**src/rtl/mcdt_arb_n_if.sv**
```systemverilog
// Channel-side and output-side signal bundle for the NCH-channel merger.
// The DUT takes the slave modport; the producer/consumer side takes master.
interface mcdt_arb_n_if #(
  parameter int NCH   = 3,
  parameter int DW    = 32,
  parameter int DEPTH = 32
);
  localparam int IDW = ($clog2(NCH) < 1) ? 1 : $clog2(NCH);
  localparam int MW  = $clog2(DEPTH) + 1;

  logic [NCH*DW-1:0] ch_data_i;
  logic [NCH-1:0]    ch_valid_i;
  logic [NCH-1:0]    ch_ready_o;
  logic [NCH*MW-1:0] ch_margin_o;
  logic [NCH-1:0]    ch_en_i;
  logic              arb_mode_i;
  logic [DW-1:0]     out_data_o;
  logic              out_val_o;
  logic [IDW-1:0]    out_id_o;
  logic              out_ready_i;

  modport slave (
    input  ch_data_i, ch_valid_i, ch_en_i, arb_mode_i, out_ready_i,
    output ch_ready_o, ch_margin_o, out_data_o, out_val_o, out_id_o
  );

  modport master (
    output ch_data_i, ch_valid_i, ch_en_i, arb_mode_i, out_ready_i,
    input  ch_ready_o, ch_margin_o, out_data_o, out_val_o, out_id_o
  );
endinterface

```
**src/rtl/mcdt_arb_n.sv**
```systemverilog
// NCH per-channel FIFOs merged onto one ID-tagged output stream with
// fixed-priority or round-robin arbitration and downstream backpressure.
module mcdt_arb_n #(
  parameter int NCH   = 3,
  parameter int DW    = 32,
  parameter int DEPTH = 32
) (
  input  logic         clk_i,
  input  logic         rst_i,
  mcdt_arb_n_if.slave  bus
);
  localparam int IDW = ($clog2(NCH) < 1) ? 1 : $clog2(NCH);
  localparam int MW  = $clog2(DEPTH) + 1;
  localparam int AW  = $clog2(DEPTH);

  logic [NCH-1:0]    w_ready;
  logic [NCH-1:0]    w_push;
  logic [NCH-1:0]    w_pop;
  logic [NCH-1:0]    w_cand;
  logic [NCH*DW-1:0] w_head;
  logic              w_load;
  logic              w_gnt_vld;
  logic [IDW-1:0]    w_gnt_idx;
  logic [DW-1:0]     w_gnt_data;

  logic [DW-1:0]     r_out_data;
  logic [IDW-1:0]    r_out_id;
  logic              r_out_val;
  logic [IDW-1:0]    r_rr_ptr;

  function automatic logic [IDW-1:0] rr_idx(input logic [IDW-1:0] ptr, input int k);
    return IDW'((int'(ptr) + k) % NCH);
  endfunction

  assign w_load = !r_out_val | bus.out_ready_i;

  for (genvar g = 0; g < NCH; g++) begin : g_ch
    logic [DW-1:0] r_mem [DEPTH];
    logic [AW-1:0] r_wptr;
    logic [AW-1:0] r_rptr;
    logic [MW-1:0] r_cnt;

    // Ready looks only at the registered count, so a pop never frees a slot in the same cycle.
    assign w_ready[g] = bus.ch_en_i[g] & (r_cnt < MW'(DEPTH));
    assign w_push[g]  = bus.ch_valid_i[g] & w_ready[g];
    assign w_pop[g]   = w_load & w_gnt_vld & (w_gnt_idx == IDW'(g));
    assign w_cand[g]  = (r_cnt != '0);
    assign w_head[g*DW +: DW]      = r_mem[r_rptr];
    assign bus.ch_margin_o[g*MW +: MW] = MW'(DEPTH) - r_cnt;
    assign bus.ch_ready_o[g]       = w_ready[g];

    always_ff @(posedge clk_i or posedge rst_i) begin
      if (rst_i) begin
        r_wptr <= '0;
        r_rptr <= '0;
        r_cnt  <= '0;
      end else begin
        if (w_push[g]) r_wptr <= r_wptr + 1'b1;
        if (w_pop[g])  r_rptr <= r_rptr + 1'b1;
        case ({w_push[g], w_pop[g]})
          2'b10:   r_cnt <= r_cnt + 1'b1;
          2'b01:   r_cnt <= r_cnt - 1'b1;
          default: r_cnt <= r_cnt;
        endcase
      end
    end

    always_ff @(posedge clk_i) begin
      if (w_push[g]) r_mem[r_wptr] <= bus.ch_data_i[g*DW +: DW];
    end
  end

  // Descending scans so the last hit, i.e. the highest-priority candidate, wins.
  always_comb begin
    w_gnt_vld = 1'b0;
    w_gnt_idx = '0;
    if (!bus.arb_mode_i) begin
      for (int i = NCH - 1; i >= 0; i--) begin
        if (w_cand[i]) begin
          w_gnt_vld = 1'b1;
          w_gnt_idx = IDW'(i);
        end
      end
    end else begin
      for (int k = NCH; k >= 1; k--) begin
        if (w_cand[rr_idx(r_rr_ptr, k)]) begin
          w_gnt_vld = 1'b1;
          w_gnt_idx = rr_idx(r_rr_ptr, k);
        end
      end
    end
  end

  always_comb begin
    w_gnt_data = '0;
    for (int i = 0; i < NCH; i++) begin
      if (w_gnt_idx == IDW'(i)) w_gnt_data = w_head[i*DW +: DW];
    end
  end

  // Output holding register; data/ID keep their last value when nothing is granted.
  always_ff @(posedge clk_i or posedge rst_i) begin
    if (rst_i) begin
      r_out_val  <= 1'b0;
      r_out_data <= '0;
      r_out_id   <= '0;
      r_rr_ptr   <= IDW'(NCH - 1);
    end else if (w_load) begin
      r_out_val <= w_gnt_vld;
      if (w_gnt_vld) begin
        r_out_data <= w_gnt_data;
        r_out_id   <= w_gnt_idx;
        r_rr_ptr   <= w_gnt_idx;
      end
    end
  end

  assign bus.out_data_o = r_out_data;
  assign bus.out_id_o   = r_out_id;
  assign bus.out_val_o  = r_out_val;
endmodule

```
**src/flat_wrapper.sv**
```systemverilog
// flat-port wrapper written by rule: the top's interface ports become plain ports
module mcdt_arb_n_flat 
#(
  parameter int NCH   = 3,
  parameter int DW    = 32,
  parameter int DEPTH = 32
)
  (clk_i, rst_i, bus_ch_data_i, bus_ch_valid_i, bus_ch_en_i, bus_arb_mode_i, bus_out_ready_i, bus_ch_ready_o, bus_ch_margin_o, bus_out_data_o, bus_out_val_o, bus_out_id_o);
  mcdt_arb_n_if #(.NCH(NCH), .DW(DW), .DEPTH(DEPTH)) bus_i ();
  input  logic clk_i;
  input  logic rst_i;
  input wire logic [$bits(bus_i.ch_data_i)-1:0] bus_ch_data_i;
  input wire logic [$bits(bus_i.ch_valid_i)-1:0] bus_ch_valid_i;
  input wire logic [$bits(bus_i.ch_en_i)-1:0] bus_ch_en_i;
  input wire logic [$bits(bus_i.arb_mode_i)-1:0] bus_arb_mode_i;
  input wire logic [$bits(bus_i.out_ready_i)-1:0] bus_out_ready_i;
  output wire logic [$bits(bus_i.ch_ready_o)-1:0] bus_ch_ready_o;
  output wire logic [$bits(bus_i.ch_margin_o)-1:0] bus_ch_margin_o;
  output wire logic [$bits(bus_i.out_data_o)-1:0] bus_out_data_o;
  output wire logic [$bits(bus_i.out_val_o)-1:0] bus_out_val_o;
  output wire logic [$bits(bus_i.out_id_o)-1:0] bus_out_id_o;
  assign bus_i.ch_data_i = bus_ch_data_i;
  assign bus_i.ch_valid_i = bus_ch_valid_i;
  assign bus_i.ch_en_i = bus_ch_en_i;
  assign bus_i.arb_mode_i = bus_arb_mode_i;
  assign bus_i.out_ready_i = bus_out_ready_i;
  assign bus_ch_ready_o = bus_i.ch_ready_o;
  assign bus_ch_margin_o = bus_i.ch_margin_o;
  assign bus_out_data_o = bus_i.out_data_o;
  assign bus_out_val_o = bus_i.out_val_o;
  assign bus_out_id_o = bus_i.out_id_o;
  mcdt_arb_n #(.NCH(NCH), .DW(DW), .DEPTH(DEPTH)) u_core (.clk_i(clk_i), .rst_i(rst_i), .bus(bus_i));
endmodule
```
**config.mk**
```make
export PLATFORM = sky130hd
export DESIGN_NAME = mcdt_arb_n_flat
export DESIGN_NICKNAME = d
export VERILOG_FILES = /design/src/rtl/mcdt_arb_n_if.sv /design/src/rtl/mcdt_arb_n.sv /design/src/flat_wrapper.sv
export SDC_FILE = /design/constraint.sdc
export NUM_CORES = 2
export LEC_CHECK = 0
export CAP_MARGIN = 20
export CORE_MARGIN = 2
export CORE_UTILIZATION = 55
export DETAILED_ROUTE_END_ITERATION = 8
export GPL_TIMING_DRIVEN = 1
export PLACE_DENSITY = 0.71
export SLEW_MARGIN = 20
export SYNTH_ARGS = -nofsm -noshare
export SYNTH_HDL_FRONTEND = slang
export SYNTH_SLANG_ARGS = --single-unit
```
**constraint.sdc**
```tcl
create_clock -name clk_i -period 4.7 [get_ports clk_i]
set_input_delay 0.94 -clock clk_i [delete_from_list [all_inputs] [get_ports clk_i]]
set_output_delay 0.94 -clock clk_i [all_outputs]
set_load 0.03 [all_outputs]
```
# ---- Yosys cells after proc, flatten, opt, wreduce, memory -nomap -nowiden
# Memories as Yosys holds them, arrays and structs flattened.
# Cells that the tools add are included.
dict set report totals {
  memories 3
  ramBits 3072
  wordCells 103
  ff_bits 85
  output_inout_bits 56
  inputBits 106
}
# memory depth width read_ports rd_clocked_by_memory_dff write_ports line_no
set mem_list {}
lappend mem_list {{u_core.g_ch[0].r_mem} 32 32 1 0 1 mcdt_arb_n.sv:38} ;# logic [DW-1:0] r_mem [DEPTH];
lappend mem_list {{u_core.g_ch[1].r_mem} 32 32 1 0 1 mcdt_arb_n.sv:38}
lappend mem_list {{u_core.g_ch[2].r_mem} 32 32 1 0 1 mcdt_arb_n.sv:38}
dict set report classes {
  mux 32
  n_reduce_logical 9
  addsub 18
  order_cmp 6
  n_div 3
  eq_ne 8
  bitwise 11
}
# op count
set op_table {}
lappend op_table {{modulo 32 x 3 -> 32 bit, second input constant} 3}
lappend op_table {{two-way mux 32 bit} 3}
lappend op_table {{case mux 6 bit (2 select lines)} 3}
lappend op_table {{adder 5 x 1 -> 5 bit, second input constant} 6}
lappend op_table {{adder 6 x 1 -> 6 bit, second input constant} 3}
lappend op_table {{< comparator 6 bit, second input constant} 3}
lappend op_table {{nonzero test 6 bit} 3}
lappend op_table {{subtractor 6 x 1 -> 6 bit, second input constant} 3}
lappend op_table {{subtractor 6 bit, first input constant} 3}
lappend op_table {{two-way mux 1 bit} 16}
lappend op_table {{two-way mux 2 bit} 7}
lappend op_table {{AND 1 bit} 10}
lappend op_table {{< comparator 2 x 3 -> 1 bit, second input constant} 3}
lappend op_table {{== test 2 x 1 -> 1 bit, second input constant} 4}
lappend op_table {{== test 2 bit, second input constant} 4}
lappend op_table {{adder 2 x 2 -> 3 bit, second input constant} 2}
lappend op_table {{binary-select mux 1 bit (select 2 bit)} 3}
lappend op_table {{nonzero test 2 bit} 3}
lappend op_table {{adder 2 x 1 -> 3 bit, second input constant} 1}
lappend op_table {{zero test 2 bit} 1}
lappend op_table {{AND reduction 2 bit} 1}
lappend op_table {{zero test 1 bit} 1}
lappend op_table {{bitwise OR 1 bit} 1}

# ---- Longest topological paths before layout
dict set report depth {
  depth_word 12
  ltp_mapped 20
  depth_no_buf 18
}

# ---- Worst setup path after synthesis
# OpenSTA, ideal clock, no wires.
dict set report synth_timing {
  kind {register -> register}
  from {reg u_core.r_rr_ptr[1]}
  to {reg u_core.g_ch[2].r_cnt[5]}
  synth_period_minus_slack_ns 4.005
  required_time_ns 4.575
  t_arrival_ns 3.880
  path_stages_with_launch 20
  setup_time_ns 0.125
  setup_slack_ns 0.695
  path_cell_list {dfstp_2 > ha_1 > clkbuf_1 > or3_1 > nor2_1 > o31ai_1 > or2_2 > o31a_1 > buf_6 > nand2_1 > inv_1 > ha_1 > ha_1 > a21o_1 > a21oi_1 > o21bai_1 > a21oi_1 > xor2_1 > nor2_1 > xor2_1}
}
dict set report synth_between {
  elab_chain_len 12
  elab_cells_between_ends 27
  cone_classes {add/sub: 3; div: 3; eq/ne: 3; mux: 15; bitwise: 2; reduce/logical: 1}
}
# element line_no
set synth_rtl {}
lappend synth_rtl {{from (decl)} mcdt_arb_n.sv:29} ;# logic [IDW-1:0] r_rr_ptr;
lappend synth_rtl {{from (signal assigned)} mcdt_arb_n.sv:107} ;# r_rr_ptr <= IDW'(NCH - 1);
lappend synth_rtl {{from (signal assigned)} mcdt_arb_n.sv:113} ;# r_rr_ptr <= w_gnt_idx;
lappend synth_rtl {{adder 2 x 2 -> 3 bit} mcdt_arb_n.sv:32} ;# return IDW'((int'(ptr) + k) % NCH);
lappend synth_rtl {{modulo 32 x 3 -> 32 bit} mcdt_arb_n.sv:32}
lappend synth_rtl {{binary-select mux 1 bit (select 2 bit)} mcdt_arb_n.sv:86} ;# if (w_cand[rr_idx(r_rr_ptr, k)]) begin
lappend synth_rtl {{two-way mux 1 bit (implied by the code)} mcdt_arb_n.sv:86}
lappend synth_rtl {{two-way mux 2 bit / two-way mux 1 bit (equally long branches) (3 in a row)} mcdt_arb_n.sv:86}
lappend synth_rtl {{two-way mux 2 bit / two-way mux 1 bit (equally long branches)} mcdt_arb_n.sv:77} ;# if (!bus.arb_mode_i) begin
lappend synth_rtl {{== test 2 bit / AND 1 bit (equally long branches)} mcdt_arb_n.sv:46} ;# assign w_pop[g] = w_load & w_gnt_vld & (w_gnt_idx == IDW'(g));
lappend synth_rtl {{AND 1 bit (*)} mcdt_arb_n.sv:46}
lappend synth_rtl {{named net u_core.w_pop[2]} mcdt_arb_n.sv:18} ;# logic [NCH-1:0] w_pop;
lappend synth_rtl {{== test 2 x 1 -> 1 bit / == test 2 bit (equally long branches)} mcdt_arb_n.sv:60} ;# case ({w_push[g], w_pop[g]})
lappend synth_rtl {{case mux 6 bit (2 select lines) / nonzero test 2 bit (equally long branches)} -}
lappend synth_rtl {{to (signal assigned)} mcdt_arb_n.sv:61} ;# 2'b10: r_cnt <= r_cnt + 1'b1;
lappend synth_rtl {{to (signal assigned)} mcdt_arb_n.sv:62} ;# 2'b01: r_cnt <= r_cnt - 1'b1;
lappend synth_rtl {{to (signal assigned)} mcdt_arb_n.sv:63} ;# default: r_cnt <= r_cnt;
lappend synth_rtl {{to (decl)} mcdt_arb_n.sv:41} ;# logic [MW-1:0] r_cnt;
# Mark *: on every way through the listed nets, which the timed path passes. The rest lies on a longest branch. The select of a mux whose other input is x is not followed.
# A chain may end at the register's enable or synchronous reset.

# ---- Final worst setup path
dict set report layout_timing {
  from {reg u_core.g_ch[0].r_cnt[1]}
  to {out bus_ch_margin_o[4]}
}
dict set report layout_between {
  elab_chain_len 1
}
# element line_no
set layout_rtl {}
lappend layout_rtl {{from (decl)} mcdt_arb_n.sv:41}
lappend layout_rtl {{from (signal assigned)} mcdt_arb_n.sv:61}
lappend layout_rtl {{from (signal assigned)} mcdt_arb_n.sv:62}
lappend layout_rtl {{from (signal assigned)} mcdt_arb_n.sv:63}
lappend layout_rtl {{subtractor 6 bit} mcdt_arb_n.sv:49} ;# assign bus.ch_margin_o[g*MW +: MW] = MW'(DEPTH) - r_cnt;
lappend layout_rtl {{to (decl)} flat_wrapper.sv:18} ;# output wire logic [$bits(bus_i.ch_margin_o)-1:0] bus_ch_margin_o;
# No other way between the ends.

==> flow_metrics.tcl <==
set metrics [dict create \
    status "complete, no violations" \
    die_w_um 476 \
    grt_overflow 0 \
    seq_area_mm2 0.0944 \
    synthArstFlopShare_pct 2.66 \
    cts-root-buf "clkbuf_16" \
    cts_setup_buffers 0 \
    hp-class "flop to flop" \
    drv_slew 0 \
    multi_input_area_mm2 0.0271 \
    synth-edff-count 3072 \
    crit_start "u_core.g_ch[0].r_cnt[1]" \
    die_h_um 476 \
    grt_use_total_pct 27.2 \
    drtIter0Drc 7782 \
    core-area_mm2 0.222 \
    clock_path_buffers 4 \
    synth_top_family_by_area "multiplexers" \
    rsz0062_at_grt "false" \
    area_delta_synth_final_pct 14.3 \
    dieArea_mm2 0.226 \
    top_level_ports 162 \
    synth.ff_latch_count 3156 \
    postCtsHoldBufs 0 \
    tritoncts "yes" \
    ant_nets 0 \
    nets 6237 \
    synth_xor_xnor_area_share_pct 0.365 \
    drv_cap 0 \
    critical-path-max-stage-delay_ns 0.68 \
    syn_avg_cell_area_um2 21.7 \
    yosys.area_share.simple_pct 1.75 \
    min_from "u_core.g_ch[0].r_rptr[4]" \
    max-vdd-ir-drop_uv 485 \
    final_util_pct 63.1 \
    path_clk_slew_ns 0.06 \
    ys_seq_area_share_pct 77.2 \
    post-place-ws_ns 0.368 \
    dp_hpwl_mm 179 \
    fin_crit_sh_pct 90.6 \
    critPathKind "flop to primary output" \
    cts_htree_levels 5 \
    cts.sinks 3156 \
    dr.pass1.iters 6 \
    cts_buffers 324 \
    crit_arrival_ns 3.32 \
    grt_pass1_vias 61000 \
    crit_family "buffers and inverters" \
    grt_pass1_wl_mm 438 \
    fillCellCount 14600 \
    wl_per_cell_um 32.8 \
    critPathBufInv 3 \
    worst_pin_slew_ns 1.24 \
    synthAdderAreaFrac_pct 0.428 \
    cp.required_ns 3.76 \
    drc_errors 0 \
    synth_cell_types 73 \
    totalWireLength_mm 305 \
    p_leak_nw 44.4 \
    drt-vias-per-instance 6.49 \
    timing.rr.start "u_core.g_ch[2].r_cnt[0]" \
    fmax_mhz 235 \
    row_count 173 \
    ys_warn_count 0 \
    start_util_pct 55.2 \
    antenna_found_initial 24 \
    design_area_mm2 0.140 \
    cp_slowest_cell "clkdlybuf4s50_1" \
    synth_area_mm2 0.122 \
    hold_violations 0 \
    setup_slack_ns 0.441 \
    insertion_delay_ns 0.96 \
    finalCriticalPeriod_ns 4.26 \
    power_density_mw_per_mm2 581 \
    grt_max_degree 82 \
    vias 60400 \
    power.total_mw 81.2 \
    synth_compound_area_share_pct 2.78 \
    crit_fanout 6 \
    slew_headroom_pct 16.9 \
    finalSetupViolCount 0 \
    synthMuxAreaShare_pct 16.2 \
    placed_cell_area_mm2 0.130 \
    r2r_setup_slack_ns 0.57 \
    cp_cell_sequence "inv_1 > ha_1 > or3b_1 > xor2_1 > buf_4 > clkdlybuf4s50_1" \
    cp-start-kind "flop" \
    cts_resized 0 \
    synth_cells 5636 \
    drive_gt1_share_pct 26.4 \
    cp-end-kind "primary output" \
    numPortBuffers 161 \
    setup_tns_ns 0 \
    gp_congestion 0.838 \
    ys.flop_type "edfxtp_1" \
    clock_skew_ns 0.0530 \
    syn_nets 5782 \
]
==> worst register-to-register path, cell delays in order, from the launching register on <==
cell and delay, ns:
dfrtp_1 0.46, inv_1 0.11, ha_1 0.20, nor2b_1 0.44
and2_1 0.24, o32ai_1 0.13, or2_2 0.37, o31a_2 0.34
nand2_1 0.11, inv_1 0.05, ha_1 0.21, ha_1 0.28
a21o_1 0.19, a21oi_1 0.24, o21bai_1 0.10, a21oi_1 0.19
xnor2_1 0.14, nor2_1 0.07, xor2_1 0.15
==> registers in the layout, indices dropped and copies added, names as in the netlist <==
register and count:
u_core.bus.out_id_o 1, u_core.g_ch.r_rptr 15, u_core.bus.out_data_o 32, u_core.bus.out_val_o 1, u_core.g_ch.r_wptr 15, u_core.g_ch.r_cnt 18, u_core.r_rr_ptr 2, u_core.g_ch.r_mem 3072
==> per-stage QoR <==
stage	instances	hold slack [ns]
after detailed placement	8740	0.470
after global placement	8740	0.466
final	9307	0.481
after floorplan	5636	0.492
after global routing	9306	0.490
after CTS	9298	0.482
==> report_power, final <==
group	internal [mW]	switching, mW
Combinational	9.92	12.9
Sequential	31.8	1.58
Clock	14.7	10.3
Total	56.4	24.8
==> metal layers <==
| metal | track usage (%) | wire length, µm |
|---|---|---|
| met1 | 37.9 | 116000 |
| met2 | 44.1 | 152000 |
| met3 | 4.60 | 26200 |
| met4 | 9.70 | 10800 |
| met5 | 0 | 107 |
==> placed cells by master, fill, tap and decap left out, types with 37 or more instances in the layout <==
master and instances:
nor2_4 96, ha_1 37, clkbuf_16 330, nand2_1 101, a211oi_1 44, buf_2 74, buf_4 213, o21ai_0 59
a22oi_1 92, clkbuf_1 55, clkinv_2 54, dfrtp_1 70, edfxtp_1 3072, nor2b_1 38, clkinv_1 60, mux2i_1 382
nor2_1 61, nand3_1 64, a21oi_1 54, o22ai_1 78, buf_12 68, mux4_2 695, clkdlybuf4s50_1 87
==> final timing paths <==
kind / endpoint / cells after the start
max: bus_ch_margin_o[4] / 6
min: u_core.g_ch[0].r_rptr[4] / 1
max reg2reg: u_core.g_ch[1].r_cnt[5] / 18
min reg2reg: u_core.g_ch[0].r_rptr[4] / 1
max in group asynchronous: u_core.g_ch[0].r_wptr[0] / 3
min in group asynchronous: u_core.g_ch[1].r_wptr[1] / 2
==> final cells by class <==
| cell class | count | share of cell area (%) |
|---|---|---|
| multi-input combinational | 2134 | 19.4 |
| clock buffer | 389 | 6.10 |
| sequential | 3156 | 67.5 |
| clock inverter | 169 | 1.22 |
| tap | 2975 | 2.66 |
| antenna | 9 | 0.0161 |
| timing repair buffer | 442 | 3.01 |
| inverter | 33 | 0.0904 |
==> synthesized netlist by cell type (all sizes together) (16+ instances only) <==
| library cell | count | area share, % |
|---|---|---|
| nor3 | 28 | 0.13 |
| a211oi | 44 | 0.27 |
| nor2 | 159 | 0.49 |
| mux4 | 695 | 13 |
| nor2b | 41 | 0.21 |
| mux2 | 30 | 0.28 |
| nand2 | 102 | 0.32 |
| o21ai | 64 | 0.26 |
| a22oi | 92 | 0.56 |
| ha | 37 | 0.38 |
| buf | 201 | 0.86 |
| o31ai | 16 | 0.11 |
| a21oi | 54 | 0.22 |
| a221oi | 27 | 0.20 |
| mux2i | 382 | 3.1 |
| edfxtp | 3072 | 75 |
| xor2 | 18 | 0.13 |
| nand3 | 64 | 0.26 |
| o22ai | 78 | 0.40 |
| xnor2 | 33 | 0.24 |
| inv | 32 | 0.098 |
| dfrtp | 83 | 1.7 |
| clkbuf | 112 | 0.34 |
==> kinds of logic after synthesis <==
| logic type | count (synthesis) |
|---|---|
| DFF | 3156 |
| adders and majority gates | 40 |
| muxes | 1107 |
| AOI/OAI and AO/OA | 481 |
| buffers and inverters | 346 |
| and+or+nand+nor | 455 |
| xor gates and xnor gates | 51 |
Power figures use the tool's default switching activity.
